==> src/rtl/fixed_pkg.sv <==
// fixed_pkg: encodings and helper constants shared by the fixed_* blocks.
//   OP_ADD / OP_SUB : op_i encoding (0 = A+B, 1 = A-B)
//   sign_bit(n)     : index of the sign bit in an n-bit sign-magnitude word
//   mag_max(n)      : largest representable magnitude, 2^(n-1)-1 (64-bit wide)
package fixed_pkg;

  localparam logic OP_ADD = 1'b0;
  localparam logic OP_SUB = 1'b1;

  function automatic int sign_bit(input int n);
    return n - 1;
  endfunction

  function automatic logic [63:0] mag_max(input int n);
    return (64'd1 << (n - 1)) - 64'd1;
  endfunction

endpackage

==> src/rtl/fixed_mag_addsub.sv <==
// fixed_mag_addsub: combinational sign-magnitude core for stage 2.
//   eff_i     : effective subtract (signs differ after applying op)
//   a_ge_b_i  : |A| >= |B|, precomputed in stage 1
//   mag_a_i/mag_b_i : operand magnitudes (N-1 bits)
//   sign_a_i  : sign of A;  sign_b_i : sign of B with op folded in
//   result_o  : N-bit sign-magnitude result, never negative zero
//   ovf_o     : magnitude overflow (only on effective add)
module fixed_mag_addsub
  import fixed_pkg::*;
#(
  parameter int N   = 32,
  parameter int SAT = 1
) (
  input  logic         eff_i,
  input  logic         a_ge_b_i,
  input  logic [N-2:0] mag_a_i,
  input  logic [N-2:0] mag_b_i,
  input  logic         sign_a_i,
  input  logic         sign_b_i,
  output logic [N-1:0] result_o,
  output logic         ovf_o
);

  localparam logic [63:0]  MAX_W   = mag_max(N);
  localparam logic [N-2:0] MAG_MAX = MAX_W[N-2:0];

  logic [N-1:0] sum;
  logic [N-2:0] mag;
  logic         sign;
  logic         ovf;

  always_comb begin
    // one extra bit so the carry out of the magnitude is the overflow flag
    sum  = {1'b0, mag_a_i} + {1'b0, mag_b_i};
    mag  = '0;
    sign = 1'b0;
    ovf  = 1'b0;
    if (!eff_i) begin
      ovf  = sum[N-1];
      sign = sign_a_i;
      mag  = (ovf && SAT != 0) ? MAG_MAX : sum[N-2:0];
    end else if (a_ge_b_i) begin
      mag  = mag_a_i - mag_b_i;
      sign = sign_a_i;
    end else begin
      mag  = mag_b_i - mag_a_i;
      sign = sign_b_i;
    end
    // zero (including wrapped zero and -0 operands) is always emitted as +0
    if (mag == '0) sign = 1'b0;
    result_o = {sign, mag};
    ovf_o    = ovf;
  end

endmodule

==> src/rtl/fixed_addsub.sv <==
// fixed_addsub: two-stage pipelined sign-magnitude adder/subtractor with
// valid/ready handshakes on both sides.
//   clk_i, rst_i (async, active-high)
//   valid_i/ready_o : input handshake for opA_i, opB_i, op_i
//   out_valid_o/out_ready_i : output handshake for result_o, ovf_o
// Stage 1 registers operand decode (effective op, compare, magnitudes);
// stage 2 registers the arithmetic result from fixed_mag_addsub.
module fixed_addsub
  import fixed_pkg::*;
#(
  parameter int N   = 32,
  parameter int Q   = 15,
  parameter int SAT = 1
) (
  input  logic         clk_i,
  input  logic         rst_i,
  input  logic         valid_i,
  output logic         ready_o,
  input  logic         op_i,
  input  logic [N-1:0] opA_i,
  input  logic [N-1:0] opB_i,
  output logic         out_valid_o,
  input  logic         out_ready_i,
  output logic [N-1:0] result_o,
  output logic         ovf_o
);

  localparam int SB = sign_bit(N);

  // Q only tags the format; arithmetic is format-agnostic
  if (Q < 0 || Q > N - 2) begin : g_bad_q
    $error("fixed_addsub: Q out of range 0..N-2");
  end

  typedef struct packed {
    logic         eff;
    logic         a_ge_b;
    logic [N-2:0] mag_a;
    logic [N-2:0] mag_b;
    logic         sign_a;
    logic         sign_b;   // sign of B with op folded in
  } s1_t;

  logic [2:1]   vld_pipe_q, vld_pipe_d;
  s1_t          s1_q, s1_d;
  logic [N-1:0] res_q, res_d;
  logic         ovf_q, ovf_d;

  logic         adv2, adv1, in_xfer;
  logic [N-1:0] s2_res;
  logic         s2_ovf;
  logic         sgn_b_eff;

  assign adv2    = !vld_pipe_q[2] | out_ready_i;
  assign adv1    = !vld_pipe_q[1] | adv2;
  assign ready_o = adv1 & !rst_i;
  assign in_xfer = valid_i & ready_o;

  assign sgn_b_eff = opB_i[SB] ^ (op_i == OP_SUB);

  fixed_mag_addsub #(.N(N), .SAT(SAT)) u_mag (
    .eff_i    (s1_q.eff),
    .a_ge_b_i (s1_q.a_ge_b),
    .mag_a_i  (s1_q.mag_a),
    .mag_b_i  (s1_q.mag_b),
    .sign_a_i (s1_q.sign_a),
    .sign_b_i (s1_q.sign_b),
    .result_o (s2_res),
    .ovf_o    (s2_ovf)
  );

  always_comb begin
    vld_pipe_d = vld_pipe_q;
    s1_d       = s1_q;
    res_d      = res_q;
    ovf_d      = ovf_q;
    // result/ovf only change on a real stage-2 load, so they hold while stalled
    if (adv2) begin
      vld_pipe_d[2] = vld_pipe_q[1];
      if (vld_pipe_q[1]) begin
        res_d = s2_res;
        ovf_d = s2_ovf;
      end
    end
    if (adv1) begin
      vld_pipe_d[1] = in_xfer;
      if (in_xfer) begin
        s1_d.sign_a = opA_i[SB];
        s1_d.sign_b = sgn_b_eff;
        s1_d.eff    = opA_i[SB] ^ sgn_b_eff;
        s1_d.mag_a  = opA_i[N-2:0];
        s1_d.mag_b  = opB_i[N-2:0];
        s1_d.a_ge_b = opA_i[N-2:0] >= opB_i[N-2:0];
      end
    end
  end

  always_ff @(posedge clk_i or posedge rst_i) begin
    if (rst_i) begin
      vld_pipe_q <= '0;
      s1_q       <= '0;
      res_q      <= '0;
      ovf_q      <= 1'b0;
    end else begin
      vld_pipe_q <= vld_pipe_d;
      s1_q       <= s1_d;
      res_q      <= res_d;
      ovf_q      <= ovf_d;
    end
  end

  assign out_valid_o = vld_pipe_q[2];
  assign result_o    = res_q;
  assign ovf_o       = ovf_q;

endmodule

==> config.mk <==
export PLATFORM = sky130hd
export DESIGN_NAME = fixed_addsub
export DESIGN_NICKNAME = d
export VERILOG_FILES = /design/src/rtl/fixed_pkg.sv /design/src/rtl/fixed_mag_addsub.sv /design/src/rtl/fixed_addsub.sv
export SDC_FILE = /design/constraint.sdc
export NUM_CORES = 1
export LEC_CHECK = 0
export ABC_AREA = 0
export CAP_MARGIN = 40
export CORE_ASPECT_RATIO = 0.9
export CORE_MARGIN = 2
export CORE_UTILIZATION = 35
export DETAILED_ROUTE_END_ITERATION = 16
export PLACE_DENSITY_LB_ADDON = 0.25
export SYNTH_ARGS = -nofsm -noshare
export SYNTH_HDL_FRONTEND = slang
export SYNTH_SLANG_ARGS = --single-unit
==> constraint.sdc <==
create_clock -name clk_i -period 3.3 [get_ports clk_i]
set_clock_uncertainty 0.15 [all_clocks]
set_input_delay 0.66 -clock clk_i [delete_from_list [all_inputs] [get_ports clk_i]]
set_output_delay 0.66 -clock clk_i [all_outputs]
set_load 0.005 [all_outputs]
==> results.md <==
* Outcome: finished, violations left
* Failing checks: setup timing
* Ports at 104
* Final nets at 1,984
* Global route total overflow at 0
* CP cell instances: buf_4, inv_1, ha_4, inv_2, fa_2, a221oi_4, buf_4, a31oi_2, and3_4, or3_1, a32oi_2, nand4_1, or4_4, nor4_4, a31oi_1
* Max-cap violations at 0
* Pwr/cell area at 649 nW/um2
* Final min period at 3.70 ns
* # rows at 59
* Synth Warn # at 0
* Final setup fails at 4
* CTS Buffer Depth at 2
* Starting DRT DRC Count at 762
* RSZ-0062 raised after global routing: true
* Clock root cell: clkbuf_16
* DRC at 0
* Worst setup margin at -0.401 ns
* Post-Synthesis Cell Area at 10,200 um2
* Clock sink count at 101
* Hold Fails Final Rpt at 0
* Critical R2R Capture: result_o[31]
* Cell variety after synth at 89
* Synth async-reset ratio at 100%
* Vias at 11,300
* Initial antenna violation count at 0
* Core box area at 28,800 um2
* Die area at 30,500 um2
* Final design utilization at 56.2%
* Crit-path max FO at 3
* PortBufs at 103
* Worst-Margin Slew at 0.737 ns
* Worst path bufs/invs at 4
* Post-synthesis cell count at 1,275
* Max IR drop VDD at 335 uV
* Post-synth net total at 1,476
* Worst R2R Path Depth at 15
* Clock Pin Slew Worst Setup and Hold Paths at 0.08 ns
* CP max-delay cell: or4_4
* Internal reg-to-reg setup slack at -0.40 ns
* Final wirelength at 39,400 um
* Die Height at 166 um
* Synthesis-stage register bit count at 101
* Fmax at 270 MHz
* EDFF count, synth at 0
* Crit end category: flop
* Max incr delay on CP at 0.46 ns
* Largest net degree at the start of global routing at 101
* Total GRT Usage at 25.8%
* Leakage at 7.58 nW
* Crit path max-delay family: simple AND/OR/NAND/NOR gates
* CP most frequent cell: buf_4
* Antenna diodes at 0
* Layout cell share with drive strength beyond 1 at 38.0%
* Initial Utilization at 35.4%
* Worst Hold Path EP: result_o[6]
* Hold Startpoint: result_o[6]
* First-pass GRT wire length at 61,500 um
* Critical path startpoint category: flop
* Avg WL per Cell at 18.3 um
* Top FF cell, synth: dfrtp_1
* Tcrit/Tclk final at 112%
* Worst r2r src: s1_q[33]
* Final slew viol count at 0
* Final Wtd Congestion at 0.952
* Required @ worst endpoint at 3.39 ns
* HPWL after DPL at 32,600 um
* Area Overhead vs Synth at 58.7%
* Vias in the first global route at 11,100
* Seq/Total Area, Yosys at 24.8%
* Die Wd at 184 um
* Max_slew headroom at 50.7%
* Synthesized area per cell at 8.00 um2
* Power Total at 10.5 mW
* Worst skew pair latency at 0.37 ns
* Detail Route Antenna Nets at 0
* H-tree levels at 3
* DRT Pass-1 Iters at 7
* Number of buffers created by CTS at 9
* Hold Path Class: reg2reg
* Vias per std cell at 5.27
* Hold Crit Depth at 2
* Fillers at 2,694
* Crit path DAT at 3.79 ns
* CTS tree: done
* Critical Setup Path Class: reg2reg
* CTS Hold Buffers Added at 0
-- where the power goes --
part	leakage, nW	internal (mW)	switching, mW
clock	0.157	0.676	0.559
combinational	6.21	3.84	3.67
sequential	1.22	1.56	0.208
-- cells in the mapped netlist (6+ instances only) --
master	n	share of area [%]
nand4_1	19	1.2
o22ai_1	8	0.49
clkbuf_8	6	0.81
nor4_1	11	0.68
a31oi_1	13	0.80
a211oi_1	19	1.4
o21bai_1	13	0.96
a211o_1	6	0.52
a21o_1	17	1.3
a311oi_1	6	0.52
o21a_1	15	1.1
o31ai_1	13	0.96
clkbuf_1	34	1.3
nor3_1	26	1.3
nor2_1	75	2.8
o21ai_0	120	5.9
dfrtp_1	101	25
buf_2	8	0.39
o211ai_1	15	1.1
buf_4	7	0.52
xnor2_1	10	0.86
mux2_2	35	3.9
ha_1	129	16
nand3_1	7	0.34
nor2b_1	22	1.4
a221oi_1	10	0.86
inv_1	124	4.6
and3_1	9	0.55
nand2_1	141	5.2
o221ai_1	7	0.60
nor3b_1	6	0.44
nand2b_1	15	0.92
a221o_1	6	0.59
a21oi_1	117	5.7
-- placed cells by master (no fill, tap or decap), types with 15 or more instances in the layout --
| cell | n |
|---|---|
| ha_4 | 16 |
| nand2_1 | 138 |
| a21o_1 | 17 |
| a21oi_2 | 16 |
| buf_6 | 20 |
| nor2b_1 | 21 |
| o211ai_1 | 15 |
| nor2_1 | 67 |
| buf_4 | 431 |
| clkdlybuf4s50_1 | 103 |
| ha_1 | 109 |
| nor3_1 | 22 |
| mux2_2 | 35 |
| o21ai_0 | 98 |
| inv_1 | 115 |
| o21a_1 | 15 |
| a21oi_1 | 97 |
| dfrtp_1 | 99 |
| nand4_1 | 19 |
| a211oi_1 | 16 |
-- kinds of logic (layout without fill, tap and decap cells) --
family                   count (synthesis)  count (layout)  share of synthesized area (%)
AO/OA/AOI/OAI                          435             435                           27.6
AND/OR/NAND/NOR                        362             362                           17.2
buffers and inverters                  190             703                           8.27
adder cells (fa/ha/maj)                132             132                           16.4
flip-flops                             101             101                           24.8
multiplexers                            40              40                           4.48
XOR/XNOR                                15              15                           1.29
-- flip-flops by register name, indices dropped and copies added, names as in the netlist --
name / flops
s1_q: 66
result_o: 32
vld_pipe_q: 2
ovf_o: 1
-- tightest hold or removal path: cells and delay by family, from the launching register on --
| kind | cells | cell delay, ns |
|---|---|---|
| flops | 1 | 0.35 |
| simple gates | 2 | 0.10 |
-- final cells by class --
class	count	area, um2	area share, %
tap	366	458	2.83
inverter	128	484	2.99
sequential	101	2530	15.6
clock buffer	9	225	1.39
multi-input combinational	984	7800	48.2
timing repair buffer	559	4580	28.3
clock inverter	7	103	0.634
-- worst max-delay path by stage --
stage          startpoint            to  slack (ns)  cells after the start
2_1_floorplan     s1_q[9]  result_o[31]       -0.15                     14
3_3_place_gp     s1_q[16]  result_o[31]       -0.56                     17
3_5_place_dp      s1_q[2]  result_o[31]       -0.67                     15
4_1_cts           s1_q[2]  result_o[31]       -0.38                     16
5_1_grt          s1_q[33]  result_o[31]       -0.49                     15
6_report         s1_q[33]  result_o[31]       -0.40                     15
-- metrics by stage --
stage	setup TNS, ns	cell area (um2)	worst slack (ns)	instances	hold slack (ns)
2_1_floorplan	-0.154	10200	-0.154	1275	0.300
4_1_cts	-0.394	15500	-0.382	2139	0.325
5_1_grt	-1.43	16200	-0.493	2154	0.344
3_3_place_gp	-3.44	14500	-0.555	2099	0.299
3_5_place_dp	-3.99	14500	-0.668	2099	0.305
6_report	-0.502	16200	-0.401	2154	0.320
-- what timing repair did --
item / CTS / global route
buffers inserted: 25 / 20
setup endpoints to repair: 20 / 19
pin swaps: 33 / 60
resized for setup: 108 / 122
-- routing by layer --
| layer | track usage, % | part of all wire, % |
|---|---|---|
| met5 | 0 | 0 |
| met1 | 40.2 | 51 |
| met2 | 37.2 | 41 |
| met3 | 3.97 | 6.2 |
| met4 | 5.67 | 1.4 |
Note: power is estimated with default switching activity, not from simulation.
